## src/rtl/beta_bm_feeder.sv

```systemverilog
// beta_bm_feeder: computes branch metrics per step, buffers a frame and replays it in reverse with a state2 strobe and initial betas (TERMINATED_INIT_EN selects terminated-trellis init)
module beta_bm_feeder #(
  parameter int LLR_W     = 8,
  parameter int BLK_LEN   = 64,
  parameter int BM_OFFSET = 512,
  parameter int INIT_BIAS = 256
) (
  input  logic                    clk,
  input  logic                    rst,
  input  logic                    in_valid,
  input  logic                    in_last,
  output logic                    in_ready,
  input  logic signed [LLR_W-1:0] sys,
  input  logic signed [LLR_W-1:0] par,
  input  logic signed [LLR_W-1:0] apr,
  output logic                    state2,
  output logic [15:0]             old0,
  output logic [15:0]             old1,
  output logic [15:0]             old2,
  output logic [15:0]             old3,
  output logic [15:0]             old4,
  output logic [15:0]             old5,
  output logic [15:0]             old6,
  output logic [15:0]             old7,
  output logic [15:0]             m00,
  output logic [15:0]             m01,
  output logic [15:0]             m10,
  output logic [15:0]             m11,
  output logic                    out_valid,
  output logic                    out_last,
  output logic                    busy
);
  localparam int AW = BLK_LEN > 1 ? $clog2(BLK_LEN) : 1;
`ifdef TERMINATED_INIT_EN
  localparam logic [7:0][15:0] INIT_V = {{7{16'(INIT_BIAS)}}, 16'd0};
`else
  localparam logic [7:0][15:0] INIT_V = '0;
`endif
  typedef enum logic [1:0] {IDLE, FILL, LOAD, DRAIN} state_e;
  state_e            state_q;
  logic [AW-1:0]     wr_ptr_q, rd_ptr_q;
  logic [63:0]       mem [BLK_LEN];
  logic [63:0]       bm_d, m_q;
  logic [7:0][15:0]  old_q;
  logic signed [31:0] s_d;
  logic              last_wr_d;
  function automatic logic [15:0] clamp(input logic signed [31:0] v);
    return v < 0 ? 16'd0 : v > 65535 ? 16'hffff : v[15:0];
  endfunction
  always_comb begin
    s_d = 32'(sys) + 32'(apr);
    bm_d = {clamp(BM_OFFSET), clamp(BM_OFFSET + 32'(par)), clamp(BM_OFFSET + s_d),
            clamp(BM_OFFSET + s_d + 32'(par))};
    last_wr_d = in_last || wr_ptr_q == AW'(BLK_LEN - 1);
  end
  always_ff @(posedge clk)
    if (!rst && in_valid && in_ready) mem[wr_ptr_q] <= bm_d;
  always_ff @(posedge clk) begin
    if (rst) begin
      state_q   <= IDLE;
      wr_ptr_q  <= '0;
      rd_ptr_q  <= '0;
      in_ready  <= 1'b1;
      state2    <= 1'b0;
      out_valid <= 1'b0;
      out_last  <= 1'b0;
      busy      <= 1'b0;
      old_q     <= '0;
      m_q       <= '0;
    end else begin
      state2 <= 1'b0;
      case (state_q)
        IDLE, FILL: if (in_valid) begin
          if (last_wr_d) begin
            state_q  <= LOAD;
            state2   <= 1'b1;
            in_ready <= 1'b0;
            busy     <= 1'b1;
            old_q    <= INIT_V;
          end else begin
            state_q  <= FILL;
            wr_ptr_q <= wr_ptr_q + 1'b1;
          end
        end
        LOAD: begin
          m_q       <= mem[wr_ptr_q];
          out_valid <= 1'b1;
          out_last  <= wr_ptr_q == '0;
          rd_ptr_q  <= wr_ptr_q - 1'b1;
          state_q   <= DRAIN;
        end
        DRAIN: if (out_last) begin
          state_q   <= IDLE;
          wr_ptr_q  <= '0;
          out_valid <= 1'b0;
          out_last  <= 1'b0;
          busy      <= 1'b0;
          in_ready  <= 1'b1;
        end else begin
          m_q      <= mem[rd_ptr_q];
          out_last <= rd_ptr_q == '0;
          rd_ptr_q <= rd_ptr_q - 1'b1;
        end
        default: state_q <= IDLE;
      endcase
    end
  end
  assign {m00, m01, m10, m11} = m_q;
  assign {old7, old6, old5, old4, old3, old2, old1, old0} = old_q;
endmodule

```

## config.mk

```make
export PLATFORM = sky130hd
export DESIGN_NAME = beta_bm_feeder
export DESIGN_NICKNAME = d
export VERILOG_FILES = /design/src/rtl/beta_bm_feeder.sv
export SDC_FILE = /design/constraint.sdc
export NUM_CORES = 2
export LEC_CHECK = 0
export CAP_MARGIN = 20
export CELL_PAD_IN_SITES_DETAIL_PLACEMENT = 0
export CELL_PAD_IN_SITES_GLOBAL_PLACEMENT = 1
export CORE_UTILIZATION = 57
export CTS_BUF_LIST = sky130_fd_sc_hd__clkbuf_4
export DETAILED_ROUTE_END_ITERATION = 8
export PLACE_DENSITY = 0.93
export SLEW_MARGIN = 0
export SYNTH_ARGS = -nofsm -noshare
export SYNTH_HDL_FRONTEND = slang
export SYNTH_SLANG_ARGS = --single-unit
```

## constraint.sdc

```tcl
create_clock -name clk -period 9.3 [get_ports clk]
set_input_delay 2.79 -clock clk [delete_from_list [all_inputs] [get_ports clk]]
set_output_delay 2.79 -clock clk [all_outputs]
set_load 0.02 [all_outputs]
```

==> flow_metrics.tcl <==
set metrics [dict create \
    setup_slack_ns 2.28 \
    post_cts_buffers 0 \
    grt_pass1_vias 63300 \
    async_flop_share_pct 0 \
    p_per_area_nw_per_um2 197 \
    yosysMostFrequentCell "edfxtp_1" \
    die-area_um2 186000 \
    yosysTopAreaCellShare_pct 62.3 \
    dpl.cell_count 7758 \
    post_cts_resized 0 \
    tritoncts "built" \
    worstSetupPathType "in2reg" \
    synth_commonest_cells "edfxtp_1, mux4_2, mux2i_1, buf_4, nor2_1" \
    clkTransAtPathRegs_ns 0.05 \
    fmax_ghz 0.143 \
    place.gp.congestion 0.911 \
    p_sw_mw 5.97 \
    die_w_um 431 \
    drt_iter0_drc 11700 \
    clock_path_buffers 4 \
    io_pins 225 \
    worstSetupStartpointType "primary input" \
    holdWs_ns 0.451 \
    critPathMaxStageDelay_ns 0.47 \
    dieHeight_um 431 \
    cts_hold_buf 0 \
    arrival_ns 8.01 \
    grt_overflow 0 \
    synth_ff_type "edfxtp_1" \
    hold_viol 0 \
    path_buf_inv 4 \
    portBuffers 75 \
    rows 157 \
    crit_path_cell_trace "clkdlybuf4s50_1 > ha_1 > ha_1 > fa_1 > a21o_1 > a21oi_1 > xnor2_1 > ha_1 > and2_4 > a221o_1 > a221o_1 > a311o_1 > o21ai_2 > buf_4 > inv_1 > and2_2 > buf_4" \
    syn-mean-instance-area_um2 19.7 \
    syn_to_final_growth_pct 10.3 \
    max-vdd-ir-drop_v 0.000137 \
    synth_area_leaders "edfxtp_1, mux4_2, mux2i_1" \
    endpoint_kind "register" \
    yosysTopAreaCell "edfxtp_1" \
    skew_ns 0.123 \
    fin_util_pct 63.3 \
    seq_power_share_pct 51.5 \
    setup_viol_count_final 0 \
    gr-usage-all-layers_pct 34.7 \
    synth_xor_area_share_pct 0.209 \
    hpwl_um 188000 \
    cp_common_cell "ha_1" \
    dr_total_vias 63800 \
    nFillCells 11900 \
    tns_ns 0 \
    critPathTopFamily "compound AO/OA/AOI/OAI gates" \
    yosysWarningCount 0 \
    maxCapViolations 0 \
    synth_cells 5319 \
    grt_pass1_wl_um 452000 \
    relSlewSlack_pct 15.2 \
    fin_cells 8731 \
    syn_area_um2 105000 \
    place_ws_ns 0.979 \
    finalCriticalPeriod_ns 7.02 \
    vias_per_cell 7.31 \
    share_comb_of_total_power_pct 13.0 \
    synth_cell_types 66 \
    cp.required_ns 10.30 \
    outcome "complete, no violations" \
    core-area_um2 183000 \
    route.detailed.wl_per_inst_um 36.9 \
    finalMaxSlewViolations 0 \
    synthAdderAreaFrac_pct 0.455 \
    grt_max_degree 134 \
    numCtsBuffers 568 \
    pwr-share-clk_pct 35.5 \
    synth_top_family_by_area "multiplexers" \
    routed_wl_um 322000 \
    post-route-drc-count 0 \
    insertion_delay_ns 1.46 \
    rsz0062_at_grt "false" \
    ant_nets 0 \
    start_util_pct 57.4 \
    p_leak_nw 34.4 \
    stdcell_area_um2 116000 \
    synth_edf_count 2176 \
    max_slew.worst_pin.slew_ns 1.27 \
    ys_seq_elements 2242 \
    synth_compound_area_share_pct 2.85 \
    drtPass1Iterations 9 \
    period_share_pct 75.5 \
    root_buffer "clkbuf_4" \
    power_mw 22.9 \
    cp_slowest_cell "fa_1" \
    synthSimpleGateAreaFrac_pct 2.29 \
    dpl-instance-area_um2 109000 \
    p_int_mw 16.9 \
    drive_gt1_share_pct 36.0 \
    ys_seq_area_share_pct 63.5 \
    hold_class "reg2reg" \
    nets 5940 \
    ctsHtreeMaxLevel 6 \
    antenna_found_initial 17 \
    switching_share_pct 26.1 \
    clkSinkCount 2242 \
    synth_mux_area_share_pct 27.5 \
    crit_fanout 64 \
]
[placed cells by master (no fill, tap or decap), types with 64 or more instances in the layout]
cell	n
nand3_1	115
nor2_4	78
mux2i_1	397
edfxtp_1	2176
a22oi_1	112
clkdlybuf4s50_1	66
mux4_2	1097
clkinv_1	109
conb_1	277
buf_4	154
nor2_1	97
o22ai_1	95
nand2_1	64
clkbuf_4	799
[layout make-up]
class	instances	area, um2	share of cell area (%)
sequential	2242	66700	57.6
multi-input combinational	2783	36600	31.6
clock buffer	799	6000	5.18
tap	2464	3080	2.66
timing repair buffer	263	2560	2.21
clock inverter	138	699	0.604
inverter	17	63.8	0.0551
antenna	25	62.6	0.0540
[worst min-delay path: cells and delay by family, from the launching register on]
kind | cells | cell delay (ns)
AOI/OAI and AO/OA | 1 | 0.05
and+or+nand+nor | 1 | 0.05
DFF | 1 | 0.30
[cells by family (layout without fill, tap and decap cells)]
| kind of cell | count (synthesis) | count (layout) |
|---|---|---|
| flip-flops | 2242 | 2242 |
| multiplexers | 1504 | 1504 |
| buffers and inverters | 570 | 1217 |
| AND/OR/NAND/NOR | 497 | 497 |
| AO/OA/AOI/OAI | 443 | 443 |
| adder cells (fa/ha/maj) | 37 | 37 |
| XOR/XNOR | 25 | 25 |
| other | 1 | 302 |
[registers in the layout, indices dropped and copies added, names as in the netlist, named ones only]
| name | cells |
|---|---|
| rd_ptr_q | 6 |
| in_ready | 1 |
| mem | 2176 |
| m_q | 35 |
| out_valid | 1 |
| wr_ptr_q | 6 |
| busy | 1 |
| state2 | 1 |
| state_q | 2 |
| out_last | 1 |
[path summary, 6_finish.rpt]
check	cells after the start	slack, ns	startpoint	to
max	17	2.28	sys[1]	mem[19][0]
min	2	0.45	out_valid	out_valid
max reg2reg	6	4.78	register	m_q[41]
min reg2reg	2	0.45	out_valid	out_valid
[power by group through the flow]
| stage | registers (mW) | logic (mW) | clock network [mW] |
|---|---|---|---|
| 4_1_cts | 11.8 | 2.83 | 8.12 |
| 3_5_place_dp | 12.0 | 2.82 | 0 |
| 5_1_grt | 11.8 | 3.08 | 8.61 |
| 2_1_floorplan | 12.0 | 1.98 | 0 |
| 6_report | 11.8 | 2.97 | 8.12 |
| 3_3_place_gp | 12.0 | 2.74 | 0 |
[metal layers]
metal  wire [um]  up-vias  part of all wire, %  global-route usage [%]
met2      142000     6605                   44                    50.1
met3       57200     1304                   18                    14.0
li1            -    23900                    -                       -
met1      100000    32000                   31                    44.5
met5         159        -                0.049                       0
met4       21800       22                  6.8                    20.6
Power figures use the tool's default switching activity.
